===== src/rtl/wb_arbiter.sv =====
// Write-back arbiter: merges the LSU return stream and the ALU result stream
// onto the single GPR write port. The LSU always wins. ALU results that lose
// arbitration wait in an in-order FIFO. A query port reports writes that are
// still pending, so decode can detect hazards against them.
module wb_arbiter #(
  parameter int FIFO_DEPTH = 4,
  parameter int AW         = 5,
  parameter int DW         = 32
) (
  input  logic                          clk,
  input  logic                          rst,
  input  logic                          alu_wb_valid,
  output logic                          alu_wb_ready,
  input  logic [AW-1:0]                 alu_wb_addr,
  input  logic [DW-1:0]                 alu_wb_data,
  input  logic                          lsu_wb_valid,
  input  logic [AW-1:0]                 lsu_wb_addr,
  input  logic [DW-1:0]                 lsu_wb_data,
  output logic                          wr_en,
  output logic [AW-1:0]                 wr_addr,
  output logic [DW-1:0]                 wr_data,
  output logic [$clog2(FIFO_DEPTH):0]   fifo_cnt,
  input  logic [AW-1:0]                 chk_addr,
  output logic                          chk_hit
);

  localparam int PW = $clog2(FIFO_DEPTH);
  localparam int CW = PW + 1;
  localparam logic [CW-1:0] DEPTH_C = CW'(FIFO_DEPTH);

  // ALU result buffer storage
  logic [AW-1:0] fifo_addr [FIFO_DEPTH];
  logic [DW-1:0] fifo_data [FIFO_DEPTH];
  logic [PW-1:0] rd_ptr;
  logic [PW-1:0] wr_ptr;
  logic [CW-1:0] cnt;

  logic          fifo_empty;
  logic          alu_acc;
  logic          push;
  logic          pop;
  logic          sel_en;
  logic [AW-1:0] sel_addr;
  logic [DW-1:0] sel_data;
  logic [PW-1:0] occ_off;

  // Ready depends only on occupancy, so a full buffer never accepts,
  // even in a cycle where it also pops.
  assign fifo_empty   = (cnt == '0);
  assign alu_wb_ready = (cnt < DEPTH_C);
  assign alu_acc      = alu_wb_valid && alu_wb_ready;
  assign fifo_cnt     = cnt;

  // Priority select of the next write: LSU, then FIFO head, then ALU bypass.
  always_comb begin
    // NOTE: every output of a combinational block gets a default first, so no
    // path through the if/else chain leaves one unassigned (which would infer a latch).
    sel_en   = 1'b0;
    sel_addr = '0;
    sel_data = '0;
    push     = 1'b0;
    pop      = 1'b0;
    if (lsu_wb_valid) begin
      sel_en   = 1'b1;
      sel_addr = lsu_wb_addr;
      sel_data = lsu_wb_data;
      push     = alu_acc;
    end else if (!fifo_empty) begin
      sel_en   = 1'b1;
      sel_addr = fifo_addr[rd_ptr];
      sel_data = fifo_data[rd_ptr];
      pop      = 1'b1;
      push     = alu_acc;
    end else if (alu_acc) begin
      sel_en   = 1'b1;
      sel_addr = alu_wb_addr;
      sel_data = alu_wb_data;
    end
  end

  // Buffer payload write; the slots that hold data are tracked by the pointers and the count.
  always_ff @(posedge clk) begin
    // NOTE: the payload array has no reset. Occupancy comes only from the
    // pointers and the count, so stale contents are never seen, and the array
    // can be built from plain RAM.
    if (push) begin
      fifo_addr[wr_ptr] <= alu_wb_addr;
      fifo_data[wr_ptr] <= alu_wb_data;
    end
  end

  // Pointer and occupancy bookkeeping; the pointers wrap modulo FIFO_DEPTH.
  always_ff @(posedge clk or negedge rst) begin
    // NOTE: sequential state uses non-blocking assignments only. All registers
    // then update together from the values sampled at the edge.
    if (!rst) begin
      rd_ptr <= '0;
      wr_ptr <= '0;
      cnt    <= '0;
    end else begin
      if (push) wr_ptr <= wr_ptr + PW'(1);
      if (pop)  rd_ptr <= rd_ptr + PW'(1);
      cnt <= cnt + CW'(push) - CW'(pop);
    end
  end

  // Registered write port; address and data hold while idle.
  always_ff @(posedge clk or negedge rst) begin
    if (!rst) begin
      wr_en   <= 1'b0;
      wr_addr <= '0;
      wr_data <= '0;
    end else begin
      wr_en <= sel_en;
      if (sel_en) begin
        wr_addr <= sel_addr;
        wr_data <= sel_data;
      end
    end
  end

  // Hazard query: match against occupied FIFO entries and the write in flight.
  always_comb begin
    chk_hit = wr_en && (wr_addr == chk_addr);
    occ_off = '0;
    for (int i = 0; i < FIFO_DEPTH; i++) begin
      occ_off = PW'(i) - rd_ptr;
      if (({1'b0, occ_off} < cnt) && (fifo_addr[i] == chk_addr))
        chk_hit = 1'b1;
    end
  end

endmodule


===== config.mk =====
export PLATFORM = sky130hd
export DESIGN_NAME = wb_arbiter
export DESIGN_NICKNAME = d
export VERILOG_FILES = /design/src/rtl/wb_arbiter.sv
export SDC_FILE = /design/constraint.sdc
export NUM_CORES = 1
export LEC_CHECK = 0
export ABC_AREA = 0
export CORE_MARGIN = 3
export CORE_UTILIZATION = 45
export DETAILED_ROUTE_END_ITERATION = 16
export GPL_TIMING_DRIVEN = 0
export PLACE_DENSITY_LB_ADDON = 0.3
export SYNTH_ARGS = -nofsm -noshare
export SYNTH_HDL_FRONTEND = slang
export SYNTH_SLANG_ARGS = --single-unit

===== constraint.sdc =====
create_clock -name clk -period 6.12 [get_ports clk]
set_input_delay 0.918 -clock clk [delete_from_list [all_inputs] [get_ports clk]]
set_output_delay 0.918 -clock clk [all_outputs]
set_load 0.01 [all_outputs]

**Word level (Yosys, flattened, before mapping)**

Memories as Yosys holds them, arrays and structs flattened.
Index checks and enable logic that the tools add are counted.

- $add $sub $neg: 8
- $lt $le $gt $ge: 5
- Eq/ne operators: 5
- Muxes and demuxes: 19
- Reduce and logical (&&, ||, !) cells: 7

Operators by type and width:

| operator | count |
|---|---|
| $mux 32 | 3 |
| $eq 5x5->1 | 5 |
| $mux 5 | 3 |
| $mux 1 | 13 |
| $lt 2x3->1 | 4 |
| $logic_and 1x1->1 | 6 |
| $add 2x1->2 const B | 2 |
| $sub 1x2->2 const A | 2 |
| $sub 2x2->2 const A | 2 |
| $add 3x1->3 | 1 |
| $logic_not 3->1 | 1 |
| $lt 3x3->1 const B | 1 |
| $sub 3x1->3 | 1 |

- Register bits: 45
- RAM bits: 148
- Bits of input ports: 83
- Output and inout bits: 43
- Logic and storage cells: 52
- Memories: 2

Memory list:

| memory | depth | width | rd ports | clocked after Yosys merged registers in | write ports | RTL line | source |
|---|---|---|---|---|---|---|---|
| fifo_data | 4 | 32 | 1 | 0 | 1 | 33 | `logic [DW-1:0] fifo_data [FIFO_DEPTH];` |
| fifo_addr | 4 | 5 | 5 | 0 | 1 | 32 | `logic [AW-1:0] fifo_addr [FIFO_DEPTH];` |

**Logic depth before layout (Yosys ltp)**

Gate-level depths: netlist of run 1.

- Depth in word-level cells: 7
- Mapped depth: 11
- Mapped depth without buffers: 10

**Worst setup path after synthesis of run 1**

No wires, ideal clock.

- Kind: in2reg
- Start: input port alu_wb_valid
- End: memory fifo_addr[0][0] (enable)
- Setup time: 0.398 ns
- Arrival time: 2.507 ns
- Required time: 5.722 ns
- Setup slack: 3.215 ns
- Stages: 4
- Path buffers: 2
- Cell sequence: clkbuf_1 > buf_2 > o311a_1 > and2_1

- Word-level cells in the longest chain between the ends: 5

RTL lines:

| what | RTL line | source |
|---|---|---|
| start: declaration | 12 | `input logic alu_wb_valid,` |
| $logic_and 1x1->1 * | 51 | `assign alu_acc = alu_wb_valid && alu_wb_ready;` |
| $mux 1 | 68 | `end else if (!fifo_empty) begin` |
| $mux 1 * | 63 | `if (lsu_wb_valid) begin` |
| $mux 1 * | 86 | `if (push) begin` |
| $mux 1 (not written as such) * | 87 | `fifo_addr[wr_ptr] <= alu_wb_addr;` |
| end: declaration | 32 |  |

Mark *: on every way between the ends. The rest lies on a longest branch, timed or not.

**Worst setup path after layout of run 1**

- Start: register rd_ptr[1]
- End: output port chk_hit

- Word-level cells in the longest chain between the ends: 7
- Elaborated cells between the ends (all ways): 16
- Those cells by class: add/sub (4); order compare (4); mux (4); reduce/logical (4)

RTL lines:

| what | RTL line | source |
|---|---|---|
| start: declaration | 34 | `logic [PW-1:0] rd_ptr;` |
| start signal: assignment | 102 | `if (pop) rd_ptr <= rd_ptr + PW'(1);` |
| $sub 1x2->2 | 127 | `occ_off = PW'(i) - rd_ptr;` |
| $lt 2x3->1 | 128 | `if (({1'b0, occ_off} < cnt) && (fifo_addr[i] == chk_addr))` |
| $logic_and 1x1->1 | 128 |  |
| $mux 1 (3 in series) | 128 |  |
| $mux 1 * | 128 |  |
| end: declaration | 24 | `output logic chk_hit` |

Marked as above.

==> impl_metrics.yaml, run 1 <==
worst_setup_path:
  arrival_ns: 3.03
  critPathRequiredTime_ns: 5.20
  worstSetupPathType: "reg -> out"
  r2r-end: "fifo_cnt[2]$_DFF_PN0_"
  startpoint_type: "flop"
  r2r_start: "fifo_cnt[0]$_DFF_PN0_"
  reg2reg_depth: 10
  worst_setup_path_end_kind: "output port"
  r2r_slack_ns: 3.46
  cp_max_fo: 10
timing:
  hold_ws_ns: 0.435
  setup_tns_ns: 0
  worst_slew_margin_rel_pct: 55.2
  hold_violations: 0
  fmax_mhz: 253
  tightest_slew_ns: 0.672
  clock_skew_ns: 0.0129
  min_period_ns: 3.95
  setup_ws_ns: 2.17
  slew_viol_final: 0
  rsz0062_at_grt: "false"
  setup_viol: 0
  min_period_over_period_pct: 64.6
power_and_ir_drop:
  max-vdd-ir-drop_uv: 291
  leakagePower_nw: 3.89
  power_density_nw_per_um2: 421
yosys:
  yosysWarnings: 0
  seq_area_frac_synth_pct: 66.6
  syn_avg_cell_area_um2: 15.7
  synth.cell_area_um2: 8370
  synth_fp_nets: 626
  synth_seq_cells: 193
  synth_cells: 532
  yosysUniqueCellTypes: 37
final_layout:
  fillers: 1346
  register_area_um2: 5570
  area_delta_synth_final_pct: 27.0
  layout-drive-gt1-share_pct: 10.8
  multi_input_area_um2: 2570
  final_util_pct: 58.8
  fin_nets: 769
  diodes: 0
floorplan:
  num_rows: 49
  core_area_um2: 18100
  die_area_um2: 20300
  chipHeight_um: 142
  dieWidth_um: 142
  io_pins: 126
  start_util_pct: 46.3
routing:
  ant_nets: 0
  drt_iter0_drc: 499
  via_per_inst: 5.52
  dr.pass1.iters: 5
  drc: 0
  wl_per_cell_um: 21.3
  wl_mm: 19.5
  vias: 5065
cts:
  post_cts_buffers: 0
  cts_resized: 0
  cts_tree: "built"
  root_buffer: "clkbuf_16"
  htreeDepth: 4
  hold_buffers: 0
  cts_sinks: 193
  cts_inserted_buffers: 17
  clk_latency_ns: 0.43
  cts_buffer_depth: 2
  clk_pin_slew_worst_paths_ns: 0.07
global_route:
  antenna_found_initial: 0
  grt_use_total_pct: 20.1
  grt_max_degree: 30
  overflow: 0
  grt_pass1_vias: 5382
  grt_pass1_wl_mm: 30.7
place:
  dp_hpwl_mm: 13.4
  routabilityCongestion: 0.809
  pre_cts_slack_ns: 2.55
  portBuffers: 119
hold_path:
  worstHoldPathType: "in -> async"
job:
  drv_cap: 0
outcome:
  status: "complete, no violations"
## per-layer routing
metal	track usage (%)	vias up	part of all wire (%)
met5	0	-	0
li1	-	2300	-
met2	33.1	145	51
met4	6.45	0	1.5
met3	4.40	21	5.0
met1	26.8	2599	43
## worst max-delay path, cell delays in order, from the launching register on
cell	delay, ns
dfrtp_1	0.42
buf_2	0.28
xor2_1	0.22
inv_1	0.07
ha_1	0.29
a21oi_2	0.05
o211ai_2	0.14
o41ai_1	0.08
or4_1	0.55
clkdlybuf4s50_1	0.51
## synth_stat cells
| cell | count | area share, % |
|---|---|---|
| edfxtp_1 | 148 | 53 |
| nand2_1 | 76 | 3.4 |
| o21ai_0 | 67 | 4.0 |
| dfrtp_1 | 45 | 13 |
| mux2i_1 | 36 | 4.3 |
| mux4_1 | 28 | 8.8 |
| xnor2_1 | 16 | 1.7 |
| xor2_1 | 15 | 1.6 |
| clkbuf_1 | 14 | 0.63 |
| buf_2 | 12 | 0.72 |
| ha_1 | 10 | 1.5 |
| inv_1 | 10 | 0.45 |
| mux4_2 | 9 | 2.4 |
| o21ai_1 | 8 | 0.48 |
| buf_6 | 5 | 0.67 |
| and2_1 | 4 | 0.30 |
| a21oi_1 | 3 | 0.18 |
| nor2_1 | 3 | 0.13 |
| buf_4 | 2 | 0.18 |
| nand3_1 | 2 | 0.12 |
| nor3_1 | 2 | 0.12 |
| nor4_1 | 2 | 0.15 |
| a21oi_2 | 1 | 0.10 |
| a31oi_1 | 1 | 0.075 |
| a32oi_1 | 1 | 0.10 |
| buf_1 | 1 | 0.045 |
| clkbuf_2 | 1 | 0.060 |
| fa_1 | 1 | 0.24 |
| nand2b_4 | 1 | 0.16 |
| nand4_1 | 1 | 0.075 |
| nor2b_1 | 1 | 0.075 |
| nor3_2 | 1 | 0.12 |
| o2111ai_1 | 1 | 0.10 |
| o211ai_2 | 1 | 0.15 |
| o311a_1 | 1 | 0.12 |
| o41ai_1 | 1 | 0.10 |
| or4_1 | 1 | 0.090 |
## state kept, by name, indices dropped and copies added, names as in the netlist
signal	count
fifo_addr	20
wr_data	32
wr_en	1
rd_ptr	2
wr_addr	5
fifo_cnt	3
fifo_data	128
wr_ptr	2
## per-stage QoR
step	instance area, um^2	instances	total power, W
after detailed placement	9950	885	0.00326
after global placement	9850	880	0.00320
final	10600	917	0.00448
after global routing	10600	917	0.00470
after CTS	10600	917	0.00452
after floorplan	8370	532	0.00265
## layout make-up
type | instances | share of cell area (%)
repair buffers | 124 | 12.2
plain buffers | 35 | 1.81
flip-flops and latches | 193 | 52.4
inverters | 10 | 0.353
well taps | 229 | 2.70
multi-input cells | 294 | 24.2
clock buffers | 18 | 4.13
clock inverters | 14 | 2.20
## report_power, final
group / switching [W] / leakage, nW / internal (W) / total, W
Combinational: 0.000719 / 1.69 / 0.000712 / 0.00143
Clock: 0.000473 / 0.320 / 0.000776 / 0.00125
Sequential: 0.000129 / 1.88 / 0.00167 / 0.00180
Total: 0.00132 / 3.89 / 0.00316 / 0.00448
## placed cells by master, fill, tap and decap left out, types with 15 or more instances in the layout
cell and n:
xnor2_1 16, mux4_1 28, clkbuf_16 17, o21ai_0 67, nand2_1 76, mux2i_1 36
xor2_1 15, edfxtp_1 148, dfrtp_1 45, clkdlybuf4s50_1 118
## worst max-delay path by stage
stage / start / end / depth (start not counted)
global placement: lsu_wb_valid / fifo_data[2][27]$_DFFE_PP_ / 3
detailed placement: lsu_wb_valid / fifo_cnt[2]$_DFF_PN0_ / 10
CTS: rd_ptr[1]$_DFFE_PN0P_ / chk_hit / 9
floorplan: alu_wb_valid / fifo_addr[0][0]$_DFFE_PP_ / 4
finish: rd_ptr[1]$_DFFE_PN0P_ / chk_hit / 9
global route: rd_ptr[1]$_DFFE_PN0P_ / chk_hit / 9
## logic make-up (layout without fill, tap and decap cells)
kind of cell | Yosys count | in the layout | share of synthesized area (%)
AOI/OAI and AO/OA | 85 | 85 | 5.43
xor gates and xnor gates | 31 | 31 | 3.24
adders and majority gates | 11 | 11 | 1.73
buffers and inverters | 45 | 201 | 2.75
DFF | 193 | 193 | 66.6
muxes | 73 | 73 | 15.5
and+or+nand+nor | 94 | 94 | 4.75
Power figures use the tool's default switching activity.
==> run 2, diff against run 1 <==
==> constraint.sdc (replaced) <==
create_clock -name clk -period 4 [get_ports clk]
set_input_delay 0.6 -clock clk [delete_from_list [all_inputs] [get_ports clk]]
set_output_delay 0.6 -clock clk [all_outputs]
set_load 0.01 [all_outputs]
==> results of run 2 <==
The final DEF is identical to that of run 1. Status: complete, no violations.
Main changes from that run: setup slack after placement 2.55 ns -> 0.748 ns; setup slack after layout 2.17 ns -> 0.365 ns; hold slack 0.435 ns -> 0.117 ns; register-to-register setup slack 3.46 ns -> 1.34 ns; total power 0.00448 W -> 0.00685 W; worst IR drop on VDD 291 uV -> 445 uV
